**config.mk**
```make
export PLATFORM = sky130hd
export DESIGN_NAME = user_id_sequencer_flat
export DESIGN_NICKNAME = d
export VERILOG_FILES = /design/src/rtl/user_id_sequencer_if.sv /design/src/rtl/user_id_sequencer.sv /design/src/flat_wrapper.sv
export SDC_FILE = /design/constraint.sdc
export NUM_CORES = 1
export LEC_CHECK = 0
export CORE_MARGIN = 5
export CORE_UTILIZATION = 40
export CTS_CLUSTER_SIZE = 8
export DETAILED_ROUTE_END_ITERATION = 8
export DONT_BUFFER_PORTS = 1
export HOLD_SLACK_MARGIN = 0.02
export SLEW_MARGIN = 20
export SYNTH_ARGS = -nofsm -noshare
export SYNTH_HDL_FRONTEND = slang
export SYNTH_SLANG_ARGS = --single-unit
```
**constraint.sdc**
```tcl
create_clock -name wb_clk_i -period 3.15 [get_ports wb_clk_i]
set_input_delay 0.315 -clock wb_clk_i [delete_from_list [all_inputs] [get_ports wb_clk_i]]
set_output_delay 0.315 -clock wb_clk_i [all_outputs]
set_load 0.01 [all_outputs]
```
**src/rtl/user_id_sequencer_if.sv**
```systemverilog
// Bundle of the read port, serial dump port and ID status signals of user_id_sequencer.
// The master side issues reads and dump requests; the slave side is the sequencer.
interface user_id_sequencer_if;
  logic        rd_req;
  logic [2:0]  rd_addr;
  logic        rd_ack;
  logic [31:0] rd_data;
  logic        rd_err;
  logic        ser_start;
  logic        ser_out;
  logic        ser_strobe;
  logic        ser_busy;
  logic        ser_done;
  logic [31:0] mask_rev;
  logic [31:0] id_checksum;
  logic        id_valid;

  modport master (
    output rd_req, rd_addr, ser_start,
    input  rd_ack, rd_data, rd_err, ser_out, ser_strobe, ser_busy, ser_done,
    input  mask_rev, id_checksum, id_valid
  );

  modport slave (
    input  rd_req, rd_addr, ser_start,
    output rd_ack, rd_data, rd_err, ser_out, ser_strobe, ser_busy, ser_done,
    output mask_rev, id_checksum, id_valid
  );
endinterface

```
**src/rtl/user_id_sequencer.sv**
```systemverilog
// Captures a hardwired multi-word project ID into a register file, serves word reads,
// and dumps every ID bit serially (word 0 first, MSB first) at a programmable bit rate.
module user_id_sequencer #(
  parameter int                        NUM_WORDS       = 2,
  parameter logic [32*NUM_WORDS-1:0]   USER_PROJECT_ID = '0,
  parameter int                        SER_DIV         = 1
) (
  input  logic                 wb_clk_i,
  input  logic                 wb_rst_i,
  user_id_sequencer_if.slave   bus
);

  localparam logic [8:0] LAST_BIT = 9'(32 * NUM_WORDS - 1);
  localparam logic [3:0] LAST_DIV = 4'(SER_DIV - 1);
  localparam logic [2:0] LAST_IDX = 3'(NUM_WORDS - 1);
  localparam logic [3:0] NW       = 4'(NUM_WORDS);

  typedef enum logic [1:0] {
    LOAD  = 2'd0,
    READY = 2'd1,
    SHIFT = 2'd2,
    DONE  = 2'd3
  } state_t;

  state_t      state, state_nxt;
  logic [2:0]  idx;
  logic [8:0]  bit_cnt;
  logic [3:0]  div_cnt;
  logic [31:0] regfile  [8];
  logic [31:0] id_words [8];
  logic [31:0] mask_q;
  logic [31:0] checksum_q;
  logic        id_valid_q;
  logic        rd_ack_q;
  logic        rd_err_q;
  logic [31:0] rd_data_q;
  logic        period_end;

  // Unused slots of the fixed 8-entry view read as zero so any 3-bit index is safe.
  for (genvar k = 0; k < 8; k++) begin : g_words
    if (k < NUM_WORDS) begin : g_used
      assign id_words[k] = USER_PROJECT_ID[32*k +: 32];
    end else begin : g_unused
      assign id_words[k] = '0;
    end
  end

  assign period_end = (div_cnt == LAST_DIV);

  always_ff @(posedge wb_clk_i) begin
    if (wb_rst_i) state <= LOAD;
    else          state <= state_nxt;
  end

  always_comb begin
    state_nxt      = state;
    bus.ser_busy   = 1'b0;
    bus.ser_done   = 1'b0;
    bus.ser_strobe = 1'b0;
    bus.ser_out    = 1'b0;
    case (state)
      LOAD:  if (idx == LAST_IDX) state_nxt = READY;
      READY: if (bus.ser_start) state_nxt = SHIFT;
      SHIFT: begin
        bus.ser_busy   = 1'b1;
        bus.ser_strobe = period_end;
        bus.ser_out    = regfile[bit_cnt[7:5]][~bit_cnt[4:0]];
        if (period_end && (bit_cnt == LAST_BIT)) state_nxt = DONE;
      end
      DONE: begin
        bus.ser_done = 1'b1;
        state_nxt    = READY;
      end
      default: state_nxt = LOAD;
    endcase
  end

  always_ff @(posedge wb_clk_i) begin
    if (wb_rst_i) begin
      idx        <= '0;
      bit_cnt    <= '0;
      div_cnt    <= '0;
      mask_q     <= '0;
      checksum_q <= '0;
      id_valid_q <= 1'b0;
      for (int i = 0; i < 8; i++) regfile[i] <= '0;
    end else begin
      case (state)
        LOAD: begin
          regfile[idx] <= id_words[idx];
          checksum_q   <= checksum_q ^ id_words[idx];
          if (idx == 3'd0) mask_q <= id_words[0];
          if (idx == LAST_IDX) id_valid_q <= 1'b1;
          else                 idx        <= idx + 3'd1;
        end
        READY: begin
          bit_cnt <= '0;
          div_cnt <= '0;
        end
        SHIFT: begin
          if (period_end) begin
            div_cnt <= '0;
            bit_cnt <= bit_cnt + 9'd1;
          end else begin
            div_cnt <= div_cnt + 4'd1;
          end
        end
        default: ;
      endcase
    end
  end

  // Read port: one-cycle response, independent of the serial FSM.
  always_ff @(posedge wb_clk_i) begin
    if (wb_rst_i) begin
      rd_ack_q  <= 1'b0;
      rd_err_q  <= 1'b0;
      rd_data_q <= '0;
    end else begin
      rd_ack_q  <= bus.rd_req;
      rd_err_q  <= 1'b0;
      rd_data_q <= '0;
      if (bus.rd_req) begin
        if (id_valid_q && ({1'b0, bus.rd_addr} < NW)) rd_data_q <= regfile[bus.rd_addr];
        else                                          rd_err_q  <= 1'b1;
      end
    end
  end

  assign bus.rd_ack      = rd_ack_q;
  assign bus.rd_err      = rd_err_q;
  assign bus.rd_data     = rd_data_q;
  assign bus.mask_rev    = mask_q;
  assign bus.id_checksum = checksum_q;
  assign bus.id_valid    = id_valid_q;

endmodule

```
**src/flat_wrapper.sv**
```systemverilog
// flat-port wrapper written by rule: the top's interface ports become plain ports
module user_id_sequencer_flat 
#(
  parameter int                        NUM_WORDS       = 2,
  parameter logic [32*NUM_WORDS-1:0]   USER_PROJECT_ID = '0,
  parameter int                        SER_DIV         = 1
)
  (wb_clk_i, wb_rst_i, bus_rd_req, bus_rd_addr, bus_ser_start, bus_rd_ack, bus_rd_data, bus_rd_err, bus_ser_out, bus_ser_strobe, bus_ser_busy, bus_ser_done, bus_mask_rev, bus_id_checksum, bus_id_valid);
  user_id_sequencer_if bus_i ();
  input  logic wb_clk_i;
  input  logic wb_rst_i;
  input wire logic [$bits(bus_i.rd_req)-1:0] bus_rd_req;
  input wire logic [$bits(bus_i.rd_addr)-1:0] bus_rd_addr;
  input wire logic [$bits(bus_i.ser_start)-1:0] bus_ser_start;
  output wire logic [$bits(bus_i.rd_ack)-1:0] bus_rd_ack;
  output wire logic [$bits(bus_i.rd_data)-1:0] bus_rd_data;
  output wire logic [$bits(bus_i.rd_err)-1:0] bus_rd_err;
  output wire logic [$bits(bus_i.ser_out)-1:0] bus_ser_out;
  output wire logic [$bits(bus_i.ser_strobe)-1:0] bus_ser_strobe;
  output wire logic [$bits(bus_i.ser_busy)-1:0] bus_ser_busy;
  output wire logic [$bits(bus_i.ser_done)-1:0] bus_ser_done;
  output wire logic [$bits(bus_i.mask_rev)-1:0] bus_mask_rev;
  output wire logic [$bits(bus_i.id_checksum)-1:0] bus_id_checksum;
  output wire logic [$bits(bus_i.id_valid)-1:0] bus_id_valid;
  assign bus_i.rd_req = bus_rd_req;
  assign bus_i.rd_addr = bus_rd_addr;
  assign bus_i.ser_start = bus_ser_start;
  assign bus_rd_ack = bus_i.rd_ack;
  assign bus_rd_data = bus_i.rd_data;
  assign bus_rd_err = bus_i.rd_err;
  assign bus_ser_out = bus_i.ser_out;
  assign bus_ser_strobe = bus_i.ser_strobe;
  assign bus_ser_busy = bus_i.ser_busy;
  assign bus_ser_done = bus_i.ser_done;
  assign bus_mask_rev = bus_i.mask_rev;
  assign bus_id_checksum = bus_i.id_checksum;
  assign bus_id_valid = bus_i.id_valid;
  user_id_sequencer #(.NUM_WORDS(NUM_WORDS), .USER_PROJECT_ID(USER_PROJECT_ID), .SER_DIV(SER_DIV)) u_core (.wb_clk_i(wb_clk_i), .wb_rst_i(wb_rst_i), .bus(bus_i));
endmodule
```
==> flow_summary.toml, run 1 <==
[timing]
setup_viol = 0
rsz0062_at_grt = "false"
slew_headroom_pct = 67.4
setup_tns_ns = 0
final.period_utilization_pct = 68.2
hold_viol = 0
fin_skew_ns = 0.00960
worstMarginPinSlew_ns = 0.477
timing.fmax_mhz = 465
maxSlewViolCount = 0
min_period_ns = 2.15

[critical_path]
critPathKind = "register to register"
cp_top_family = "simple AND/OR/NAND/NOR gates"
cp-end-kind = "register"
cp-start-kind = "register"
rr_endpoint = "u_core.bit_cnt[7]"
crit_fanout = 11
required_ns = 3.32
r2r_start = "u_core.state[0]"
r2r_setup_slack_ns = 1.00
arrival_ns = 2.32
reg2reg_depth = 5
crit_buf_inv = 1
cpPeakStageDelay_ns = 0.62
crit_chain = "inv_1, ha_1, nand4bb_1, or4_1, o31ai_1"
crit_slowest_cell = "or4_1"

[finish]
drive_gt1_share_pct = 3.18
fin_cells = 272
area_growth_pct = -15.2
nets = 238
num_antenna_cells = 0

[grt]
overflow = 0
grt_first_pass_wirelength_um = 3940
grt_usage_pct = 7.82
antenna_found_initial = 0
grt_max_degree = 21
grt_pass1_vias = 849

[floorplan]
ioPinCount = 110
start_util_pct = 41.4
core_area_um2 = 4380
die-height_um = 77.3
die_area_um2 = 5980
num_rows = 24
die_w_um = 77.3

[cts]
clkSinkCount = 21
ctsResizeCount = 0
clockRootBuffer = "clkbuf_8"
clk-insertion-delay-late_ns = 0.26
path_clk_slew_ns = 0.08
cts_max_level = 1
tritoncts = "built"
clock_path_buffers = 2
cts_made_buffers = 3
cts.hold.buffers_added = 0
post_cts_buffers = 0

[placement]
place_inst = 268
hpwl_um = 2120
io_buffer_count = 0
gp_congestion = 0.760

[logic_synthesis]
yosysWarnings = 0
synth_seq_cells = 21
synth.distinct_cells = 34
synth_adder_area_share_pct = 6.90
syn_inst = 220
syn_avg_cell_area_um2 = 8.25
synth-xor-area-share_pct = 3.86
yosysSeqAreaShare_pct = 23.2
yosys.area_share.simple_pct = 13.2
synth_compound_area_share_pct = 8.90
synth_top_family_by_area = "buffers and inverters"
synth_area_um2 = 1810
synth_mux_area_share_pct = 0.552

[worst_hold_path]
hold_path_end = "u_core.bit_cnt[6]"
min_path_cells = 1
hp-start = "wb_rst_i"
hold_path.class = "input pin to register"

[pwr]
powerDensity_nw_per_um2 = 578
vdd_drop_max_mv = 0.300
p_leak_nw = 0.766

[status]
outcome = "complete, no violations"

[route]
drt-initial-drc-count = 24
wl_per_cell_um = 9.58
ant_nets = 0
drtPass1Iterations = 4
post-route-drc-count = 0
vias_per_cell = 3.86
wl_um = 2610
num_vias = 1049

[flow_run]
cap_violations = 0
[logic make-up (layout without fill, tap and decap cells)]
group           Yosys count  count (layout)
simple gates             46              46
other cells               1              97
compound gates           23              23
flops                    21              21
xor+xnor                  8               8
mux                       1               1
buf+inv                 110              14
fa+ha+maj                10              10
[synth_stat cells]
cell type   n  share of area (%)
nand4b_1    1               0.48
a211oi_1    5                2.1
nor3_1      2               0.55
a21o_2      1               0.48
or4_1       3                1.2
nand4_1     2               0.69
or3b_4      1               0.62
nand4bb_1   1               0.62
o2111ai_1   2               0.97
mux2i_1     1               0.55
nand2_1    10                2.1
xnor2_1     2               0.97
xor2_1      6                2.9
clkbuf_1    1               0.21
nor2_1     15                3.1
a22oi_1     1               0.41
ha_1       10                6.9
a21oi_1     7                1.9
dfxtp_1    21                 23
or3_1       1               0.35
o311ai_0    1               0.48
nand3_1     4                1.1
a22o_1      1               0.48
nor2b_1     2               0.69
o21ai_0     1               0.28
buf_4      99                 41
a311oi_1    1               0.48
nand2b_1    3                1.0
or4_4       1               0.62
inv_1      10                2.1
a21boi_0    1               0.41
conb_1      1               0.21
a2111oi_0   1               0.48
o31ai_1     1               0.41
[report_power, final]
part           internal, W  leakage (nW)  total (W)  switching (W)
Sequential        0.000302         0.171   0.000339      0.0000369
Combinational     0.000117         0.569   0.000375       0.000258
Clock            0.0000881        0.0255   0.000177      0.0000885
[layer usage]
metal / track usage, % / share of wire (%) / vias up
met5: 0 / 0 / -
met4: 1.55 / 0.38 / 0
met3: 3.24 / 11 / 3
met2: 13.6 / 50 / 47
met1: 8.97 / 39 / 472
li1: - / - / 527
[worst reg2reg max path: cells and delay by family, from the launching register on]
family          cells  cell delay (ns)
flops               1             0.35
fa+ha+maj           1             0.44
buf+inv             1             0.11
compound gates      1             0.20
simple gates        2             0.96
[layout by cell type, fill, tap and decap left out]
cell | synthesis | layout
clkbuf_8 | 0 | 3
nand4bb_1 | 1 | 1
o31ai_1 | 1 | 1
or4_1 | 3 | 3
nand4b_1 | 1 | 1
clkinv_2 | 0 | 1
conb_1 | 1 | 97
mux2i_1 | 1 | 1
or3b_4 | 1 | 1
a211oi_1 | 5 | 5
nand2b_1 | 3 | 3
ha_1 | 10 | 10
o311ai_0 | 1 | 1
nand4_1 | 2 | 2
a2111oi_0 | 1 | 1
nand3_1 | 4 | 4
nor2b_1 | 2 | 2
a21oi_1 | 7 | 7
a21o_2 | 1 | 1
nand2_1 | 10 | 10
o2111ai_1 | 2 | 2
xnor2_1 | 2 | 2
a21boi_0 | 1 | 1
xor2_1 | 6 | 6
a22oi_1 | 1 | 1
dfxtp_1 | 21 | 21
o21ai_0 | 1 | 1
nor3_1 | 2 | 2
or4_4 | 1 | 1
or3_1 | 1 | 1
a311oi_1 | 1 | 1
nor2_1 | 15 | 15
inv_1 | 10 | 10
a22o_1 | 1 | 1
[worst max-delay path by stage]
stage                           start                 to  slack [ns]  depth (start not counted)
floorplan           u_core.div_cnt[0]    u_core.state[1]        1.18                          6
global placement      u_core.state[0]  u_core.bit_cnt[7]        1.04                          6
detailed placement    u_core.state[0]  u_core.bit_cnt[7]        1.03                          5
CTS                   u_core.state[0]  u_core.bit_cnt[7]        0.99                          5
global route          u_core.state[0]  u_core.bit_cnt[7]        0.83                          5
finish                u_core.state[0]  u_core.bit_cnt[7]        1.00                          5
[final cells by class]
cell class | count | area (um^2)
clock buffers | 3 | 41.3
multi-input cells | 185 | 970
fillers | 484 | 2850
flip-flops and latches | 21 | 420
well taps | 52 | 65.1
clock inverters | 1 | 5.00
inverters | 10 | 37.5
[stage by stage]
step / utilization [%] / worst slack (ns) / area (um^2) / power (W) / hold WS [ns]
after floorplan: - / 1.18 / 2170 / 0.000747 / 0.456
after global placement: 34.0 / 1.04 / 1490 / 0.000713 / 0.389
after detailed placement: 34.0 / 1.03 / 1490 / 0.000715 / 0.389
after CTS: 35.1 / 0.993 / 1540 / 0.000898 / 0.100
after global routing: 35.1 / 0.829 / 1540 / 0.000971 / 0.0972
final: 35.1 / 1.00 / 1540 / 0.000890 / 0.112
[sequential cells by signal, indices dropped and copies added (netlist names)]
register             count
u_core.bit_cnt           9
u_core.div_cnt           4
u_core.idx               3
u_core.state             2
u_core.bus.id_valid      1
u_core.bus.rd_ack        1
u_core.bus.rd_err        1
Note: power is estimated with default switching activity, not from simulation.
==> inputs of run 2 (changes only) <==
==> constraint.sdc (replaced) <==
create_clock -name wb_clk_i -period 2 [get_ports wb_clk_i]
set_input_delay 0.2 -clock wb_clk_i [delete_from_list [all_inputs] [get_ports wb_clk_i]]
set_output_delay 0.2 -clock wb_clk_i [all_outputs]
set_load 0.01 [all_outputs]
==> flow_summary.toml, run 2 (synthesis gave the netlist of run 1 again) <==
[cts]
clock_path_buffers = 2
clkSinkCount = 21
clk-insertion-delay-late_ns = 0.26
cts_made_buffers = 3
clockRootBuffer = "clkbuf_8"
tritoncts = "built"
cts_max_level = 1
path_clk_slew_ns = 0.08
post_cts_buffers = 0

[worst_hold_path]
hold_path.class = "input pin to register"
min_path_cells = 1

[pwr]
p_seq_share_pct = 36.4
p_clk_share_pct = 19.0
powerDensity_nw_per_um2 = 914
switching_share_pct = 42.4
p_comb_share_pct = 44.6
vdd_drop_max_mv = 0.465
p_switching_w = 0.000621
p_leak_nw = 0.802
p_total_w = 0.00147
internal_power_w = 0.000845

[timing]
worstMarginPinSlew_ns = 0.518
final.period_utilization_pct = 94.8
min_period_ns = 1.90
timing.hold.ws_ns = 0.0349
maxSlewViolCount = 0
setup_viol = 0
slew_headroom_pct = 65.3
hold_viol = 0
setup_tns_ns = 0
rsz0062_at_grt = "false"
timing.fmax_mhz = 528
fin_skew_ns = 0.00364

[placement]
place_inst = 275
hpwl_um = 2200
io_buffer_count = 0
gp_congestion = 0.757

[critical_path]
startpoint = "u_core.div_cnt[0]"
cp-start-kind = "register"
r2r_start = "u_core.div_cnt[0]"
cp-end-kind = "register"
arrival_ns = 2.10
rr_endpoint = "u_core.state[1]"
worstSetupEndpoint = "u_core.state[1]"
required_ns = 2.21
critPathKind = "register to register"
crit_fanout = 4
r2r_setup_slack_ns = 0.10
reg2reg_depth = 6

[floorplan]
ioPinCount = 110
die_area_um2 = 5980
die_w_um = 77.3
start_util_pct = 41.4
die-height_um = 77.3
core_area_um2 = 4380
num_rows = 24

[route]
drtPass1Iterations = 4
wl_um = 2730
wl_per_cell_um = 9.74
drt-initial-drc-count = 38
num_vias = 1084
ant_nets = 0
post-route-drc-count = 0
vias_per_cell = 3.87

[grt]
antenna_found_initial = 0
grt_usage_pct = 8.39
grt_first_pass_wirelength_um = 4270
grt_max_degree = 14
overflow = 0
grt_pass1_vias = 938

[finish]
final_cell_mix = "97 x conb_1, 21 x dfxtp_1, 15 x nor2_1"
nets = 246
top_regs = "u_core.bit_cnt (9), u_core.div_cnt (4), u_core.idx (3)"
layout_commonest_cell = "conb_1"
fin_cells = 280
largest_reg_flops = 9
drive_gt1_share_pct = 6.14
largest-register = "u_core.bit_cnt"
num_antenna_cells = 0
area_growth_pct = -11.6

[status]
outcome = "complete, no violations"

[flow_run]
cap_violations = 0
run 2: power by group through the flow:
stage / Combinational (W) / Sequential [W] / Clock, W
after floorplan: 0.000646 / 0.000531 / 0
after global placement: 0.000634 / 0.000544 / 0
after detailed placement: 0.000630 / 0.000545 / 0
after CTS: 0.000643 / 0.000535 / 0.000294
after global routing: 0.000742 / 0.000542 / 0.000313
final: 0.000653 / 0.000534 / 0.000279
run 2: metrics by stage:
| step | cell area (um^2) | utilization [%] | worst slack, ns |
|---|---|---|---|
| 2_1_floorplan | 2170 | - | 0.0290 |
| 3_3_place_gp | 1550 | 35.2 | 0.0282 |
| 3_5_place_dp | 1550 | 35.2 | 0.00435 |
| 4_1_cts | 1600 | 36.5 | 0.100 |
| 5_1_grt | 1600 | 36.6 | 0.00660 |
| 6_report | 1600 | 36.6 | 0.105 |
run 2: worst min-delay path by stage:
stage                                    to  slack (ns)       start
after detailed placement  u_core.bit_cnt[6]        0.27    wb_rst_i
after CTS                 u_core.bit_cnt[7]        0.03    wb_rst_i
after global routing      u_core.bit_cnt[7]        0.03    wb_rst_i
after floorplan           u_core.bus.rd_ack        0.36  bus_rd_req
after global placement    u_core.bit_cnt[6]        0.27    wb_rst_i
final                     u_core.bit_cnt[7]        0.03    wb_rst_i
run 2: routing by layer:
metal | GRT usage [%] | vias to the layer above | share of wire [%]
met5 | 0 | - | 0
li1 | - | 539 | -
met4 | 1.55 | 0 | 0.59
met1 | 9.60 | 496 | 38
met3 | 2.89 | 2 | 10
met2 | 15.2 | 47 | 51
run 2: what timing repair did:
action,4_1_cts,5_1_grt
endpoints found under the setup margin,1,2
gates resized for setup,0,2
endpoints found under the hold margin,13,0
pin swaps,1,0
hold buffers,1,0
run 2: final cells by class:
type	instances	area [um^2]
Clock buffer	4	45.0
Fill cell	493	2780
Inverter	10	37.5
Multi-Input combinational cell	185	973
Sequential cell	21	420
Tap cell	52	65.1
Timing Repair Buffer	8	62.6
run 2: worst max-delay path: stages, from the launching register on:
cell	delay, ns
dfxtp_1	0.31
inv_1	0.07
ha_1	0.16
or3b_4	0.38
or4_4	0.44
or4_1	0.41
nand3_1	0.08
